`src/rtl/mano_pkg.sv`:
```
// Shared definitions for the Mano instruction-cycle controller: cycle phases,
// opcode values, IR bit positions and the per-opcode last execute step.
package mano_pkg;

    // Nine phases need a 4-bit encoding, so phase_out is 4 bits wide.
    typedef enum logic [3:0] {
        PH_HALT   = 4'd0,
        PH_FETCH  = 4'd1,
        PH_DECODE = 4'd2,
        PH_INTR   = 4'd3,
        PH_ADDR   = 4'd4,
        PH_REGREF = 4'd5,
        PH_IO     = 4'd6,
        PH_EXEC   = 4'd7,
        PH_FAULT  = 4'd8
    } phase_t;

    localparam logic [2:0] OP_AND = 3'd0;
    localparam logic [2:0] OP_ADD = 3'd1;
    localparam logic [2:0] OP_LDA = 3'd2;
    localparam logic [2:0] OP_STA = 3'd3;
    localparam logic [2:0] OP_BUN = 3'd4;
    localparam logic [2:0] OP_BSA = 3'd5;
    localparam logic [2:0] OP_ISZ = 3'd6;
    localparam logic [2:0] OP_IO  = 3'd7;

    localparam int HLT_BIT = 0;
    localparam int IOF_BIT = 6;
    localparam int ION_BIT = 7;

    // Last execute step (0 = T4) for opcodes AND..ISZ.
    localparam logic [1:0] LAST_STEP [0:6] = '{2'd1, 2'd1, 2'd1, 2'd0, 2'd0, 2'd1, 2'd2};

endpackage

```
`src/rtl/opcode_decoder.sv`:
```
// 3-to-8 one-hot decode of the IR opcode field.
module opcode_decoder (
    input  logic [2:0] opcode,
    output logic [7:0] op_onehot
);

    always_comb begin
        op_onehot         = '0;
        op_onehot[opcode] = 1'b1;
    end

endmodule

```
`src/rtl/instruction_cycle_controller.sv`:
```
// Mano instruction-cycle sequencer: decodes the one-hot timer and IR fields into a
// cycle phase, drives the sequence counter clear and owns the S, R and IEN flip-flops.
module instruction_cycle_controller
    import mano_pkg::*;
#(
    parameter int TIMER_WIDTH = 16
) (
    input  logic                   clock,
    input  logic                   reset_n,
    input  logic [TIMER_WIDTH-1:0] timer_in,
    input  logic [2:0]             opcode_in,
    input  logic                   indirect_in,
    input  logic [11:0]            ir_low_in,
    input  logic                   start_in,
    input  logic                   fgi_in,
    input  logic                   fgo_in,
    output logic                   sc_clear_out,
    output logic [3:0]             phase_out,
    output logic [1:0]             exec_step_out,
    output logic                   running_out,
    output logic                   ien_out,
    output logic                   r_out
);

    logic       run_q;
    logic       intr_q;
    logic       ien_q;
    logic [7:0] op_onehot;
    logic       timer_onehot;
    logic       beyond_t6;
    logic       early_t;
    logic [1:0] last_step;
    logic [1:0] cur_step;
    phase_t     phase;
    logic       sc_clear;
    logic [1:0] exec_step;
    logic       unused_ir_bits;

    opcode_decoder u_decoder (
        .opcode    (opcode_in),
        .op_onehot (op_onehot)
    );

    assign timer_onehot   = (timer_in != '0) && ((timer_in & (timer_in - TIMER_WIDTH'(1))) == '0);
    assign beyond_t6      = |(timer_in >> 7);
    assign early_t        = |timer_in[2:0];
    assign cur_step       = timer_in[4] ? 2'd0 : (timer_in[5] ? 2'd1 : 2'd2);
    assign unused_ir_bits = ^{ir_low_in[11:8], ir_low_in[5:1]};

    always_comb begin
        last_step = 2'd0;
        for (int i = 0; i < 7; i++) begin
            if (op_onehot[i]) begin
                last_step = LAST_STEP[i];
            end
        end
    end

    // Anything not matched below (bad timer, step past the opcode's end, IO at T4+) is FAULT.
    always_comb begin
        phase     = PH_FAULT;
        sc_clear  = 1'b1;
        exec_step = 2'd0;
        if (!run_q) begin
            phase = PH_HALT;
        end else if (timer_onehot && !beyond_t6) begin
            if (timer_in[0] || timer_in[1]) begin
                phase    = intr_q ? PH_INTR : PH_FETCH;
                sc_clear = 1'b0;
            end else if (timer_in[2]) begin
                phase    = intr_q ? PH_INTR : PH_DECODE;
                sc_clear = intr_q;
            end else if (timer_in[3]) begin
                if (op_onehot[OP_IO]) begin
                    phase = indirect_in ? PH_IO : PH_REGREF;
                end else begin
                    phase    = PH_ADDR;
                    sc_clear = 1'b0;
                end
            end else if (!op_onehot[OP_IO] && (cur_step <= last_step)) begin
                phase     = PH_EXEC;
                exec_step = cur_step;
                sc_clear  = (cur_step == last_step);
            end
        end
    end

    always_ff @(posedge clock or negedge reset_n) begin
        if (!reset_n) begin
            run_q  <= 1'b0;
            intr_q <= 1'b0;
            ien_q  <= 1'b0;
        end else if (!run_q) begin
            run_q <= start_in;
        end else begin
            if (!early_t && ien_q && (fgi_in || fgo_in)) begin
                intr_q <= 1'b1;
            end
            case (phase)
                PH_INTR: begin
                    if (timer_in[2]) begin
                        intr_q <= 1'b0;
                        ien_q  <= 1'b0;
                    end
                end
                PH_REGREF: begin
                    if (ir_low_in[HLT_BIT]) begin
                        run_q <= 1'b0;
                    end
                end
                PH_IO: begin
                    if (ir_low_in[IOF_BIT]) begin
                        ien_q <= 1'b0;
                    end else if (ir_low_in[ION_BIT]) begin
                        ien_q <= 1'b1;
                    end
                end
                default: begin
                end
            endcase
        end
    end

    assign sc_clear_out  = sc_clear;
    assign phase_out     = phase;
    assign exec_step_out = exec_step;
    assign running_out   = run_q;
    assign ien_out       = ien_q;
    assign r_out         = intr_q;

endmodule

```
`config.mk`:
```
export PLATFORM = sky130hd
export DESIGN_NAME = instruction_cycle_controller
export DESIGN_NICKNAME = d
export VERILOG_FILES = /design/src/rtl/mano_pkg.sv /design/src/rtl/opcode_decoder.sv /design/src/rtl/instruction_cycle_controller.sv
export SDC_FILE = /design/constraint.sdc
export NUM_CORES = 1
export LEC_CHECK = 0
export CAP_MARGIN = 40
export CORE_MARGIN = 2
export CORE_UTILIZATION = 34
export CTS_CLUSTER_DIAMETER = 50
export DETAILED_ROUTE_END_ITERATION = 8
export PLACE_DENSITY_LB_ADDON = 0.05
export SLEW_MARGIN = 20
export SYNTH_ARGS = -nofsm -noshare
export SYNTH_HDL_FRONTEND = slang
export SYNTH_SLANG_ARGS = --single-unit
```
`constraint.sdc`:
```
create_clock -name clock -period 6.75 [get_ports clock]
set_input_delay 1.0125 -clock clock [delete_from_list [all_inputs] [get_ports clock]]
set_output_delay 1.0125 -clock clock [all_outputs]
set_load 0.01 [all_outputs]
```
==> metrics.yaml <==
synthesis:
  synth-edff-count: 0
  synthArstFlopShare_pct: 100.0
  syn_inst: 70
  synth-seq-area-share_pct: 13.67
  yosysWarnings: 0
  synth.avg_cell_area_um2: 7.847
  ys_types: 39
  synth_top_flop_cell: "dfrtp_1"
  synth.cell_area_um2: 549.3
  syn-num-nets: 108
  ys_ff_latch: 3
die:
  initial_core_util_pct: 36.46
  io_pins: 47
  fp-row-count: 14
  die_w_um: 44.20
  core-area_mm2: 0.001506
  dieArea_mm2: 0.001953
  die_height_um: 44.20
timing:
  fmaxAchievable_mhz: 209.1
  finalHoldViolations: 0
  finalCritPeriodShare_pct: 70.86
  relSlewSlack_pct: 66.76
  setup_viol: 0
  fin_crit_ps: 4783
  rsz0062_at_grt: "no"
  clock_skew_ps: 8.472
  report.final.slew_viol_count: 0
  setup-tns-final_ps: 0
  worst_pin_slew_ps: 494.4
global_routing:
  grt_first_pass_wirelength_mm: 2.725
  antenna_found_initial: 0
  grt_start_max_net_pins: 11
  grt_usage_pct: 18.63
  grt_overflow: 0
  grt_pass1_vias: 647
cts:
  postCtsSetupRepairBufs: 0
  cts_max_path_buffers: 2
  htreeDepth: 1
  cts_tree: "yes"
  cts.sinks: 3
  cts_resized: 0
  clk_latency_ps: 250
  postCtsHoldBufs: 0
  cts_inserted_buffers: 3
  cts_root_buf: "clkbuf_4"
  path_clk_slew_ps: 40
route:
  drt_iter0_markers: 10
  wire_per_inst_um: 13.05
  route.detailed.drc: 0
  avgViaCountPerCell: 5.592
  vias: 699
  ant_nets: 0
  wl_mm: 1.631
  firstDrtPassIters: 5
setup_path:
  worstPathCellList: "clkdlybuf4s50_1, nand2b_1, ha_1, or2_2, maj3_1, a211oi_1, o21ai_0, and2b_1, clkdlybuf4s50_1"
  critPathLaunch: "timer_in[4]"
  crit_buf_inv: 2
  slowest_delay_ps: 540
  cp_max_fo: 6
  required_ps: 5740
  crit_path_frequent_cell: "clkdlybuf4s50_1"
  critPathLaunchType: "input port"
  crit_family: "buffers and inverters"
  regToRegStartpoint: "running_out"
  reg2reg_to: "ien_out"
  critPathArrivalTime_ps: 3770
  critPathKind: "input port to primary output"
  critPathSlowestCell: "clkdlybuf4s50_1"
  r2r_slack_ps: 5420
  end_kind: "primary output"
  ff2ff_path_depth: 3
hold_path:
  hp-class: "flop to flop"
  holdPathStages: 1
  hold_end: "ien_out"
  holdCritStartpoint: "ien_out"
finish:
  antenna_cells: 0
  fillers: 131
  syn2layout_area_growth_pct: 73.12
  fin_nets: 148
  design_area_um2: 950.9
  drive_gt1_share_pct: 10.09
power_and_ir_drop:
  ir_drop_uv: 68.35
  p_comb_share_pct: 46.7
  p_per_area_mw_per_mm2: 116.3
  pwr-share-seq_pct: 22.6
  p_int_mw: 0.07369
  p_sw_share_pct: 33.37
  p_leak_nw: 0.3671
  p_switching_mw: 0.03691
  clkPwrFrac_pct: 30.7
outcome:
  status: "completed"
placement:
  port-buffer-count: 37
  hpwl_mm: 1.309
  gp_congestion: 0.7733
  place_area_um2: 924.6
job:
  cap_violations: 0
==> cells in the mapped netlist (2+ instances only) <==
library cell | instances | share of area [%]
and3_1 | 2 | 2.3
dfrtp_1 | 3 | 14
a211oi_1 | 3 | 4.1
or2_2 | 2 | 2.3
nand2_1 | 3 | 2.0
nand3_1 | 3 | 2.7
maj3_1 | 3 | 5.5
inv_1 | 2 | 1.4
o211a_1 | 2 | 3.6
nor3_1 | 4 | 3.6
nand2b_1 | 3 | 3.4
o21ai_0 | 4 | 3.6
nor2b_1 | 2 | 2.3
nor2_1 | 9 | 6.1
==> per-stage QoR <==
step                cells  power [mW]  util, %  setup slack (ps)  hold WS, ps
floorplan              70     0.04854        -              3139        564.2
CTS                   125      0.1115    63.12              1970        544.8
global placement      121     0.07586    61.38              1981        530.9
global route          125      0.1183    63.12              1782        558.2
detailed placement    121     0.07675    61.38              1988        535.5
finish                125      0.1106    63.12              1967        536.1
==> worst max path at each step <==
stage,to,depth (start not counted)
detailed placement,phase_out[0],9
global route,phase_out[0],9
global placement,phase_out[0],9
finish,phase_out[0],9
CTS,phase_out[0],9
floorplan,phase_out[0],7
==> state kept, by name (all words and copies together) (netlist names) <==
name         flops
ien_out          1
r_out            1
running_out      1
==> worst register-to-register path, cell delays in order, from the launching register on <==
cell       delay (ps)
dfrtp_1           480
a2111oi_0         410
o21ai_0           130
o22a_2            200
==> area by class of cell <==
type,instances,area (µm²),share of cell area [%]
clock buffer,4,26.28,2.763
inverter,2,7.507,0.7895
multi-input combinational,63,451.7,47.50
sequential,3,75.07,7.895
tap,16,20.02,2.105
timing repair buffer,37,370.4,38.95
==> cells by family (layout without fill, tap and decap cells) <==
kind of cell | Yosys count | count (layout) | synth area share (%)
and+or+nand+nor | 38 | 38 | 41.92
AOI/OAI and AO/OA | 20 | 20 | 30.75
adders and majority gates | 4 | 4 | 7.745
buffers and inverters | 4 | 43 | 4.100
DFF | 3 | 3 | 13.67
muxes | 1 | 1 | 1.822
==> cells in the final DEF (no fill, tap or decap), types with 2 or more instances in the layout <==
cell type        synthesis  routed
nor2_1                   9       9
nor3_1                   4       4
clkdlybuf4s50_1          0      37
dfrtp_1                  3       3
o21ai_0                  4       4
or2_2                    2       2
a211oi_1                 3       3
nor2b_1                  2       2
nand3_1                  3       3
nand2_1                  3       3
clkbuf_4                 0       3
and3_1                   2       2
o211a_1                  2       2
maj3_1                   3       3
inv_1                    2       2
nand2b_1                 3       3
==> power by group through the flow <==
stage	combinational, mW	sequential [mW]	clock (mW)
2_1_floorplan	0.0225	0.0261	0
3_3_place_gp	0.0506	0.0253	0
3_5_place_dp	0.0516	0.0251	0
4_1_cts	0.0519	0.0251	0.0345
5_1_grt	0.0578	0.0256	0.0349
6_report	0.0517	0.0250	0.0340
==> routing by layer <==
| metal | GRT usage, % | wire (µm) |
|---|---|---|
| met5 | 0 | 0 |
| met2 | 30.00 | 804 |
| met1 | 24.19 | 707 |
| met4 | 9.091 | 27 |
| met3 | 2.857 | 92 |
Power figures use the tool's default switching activity.
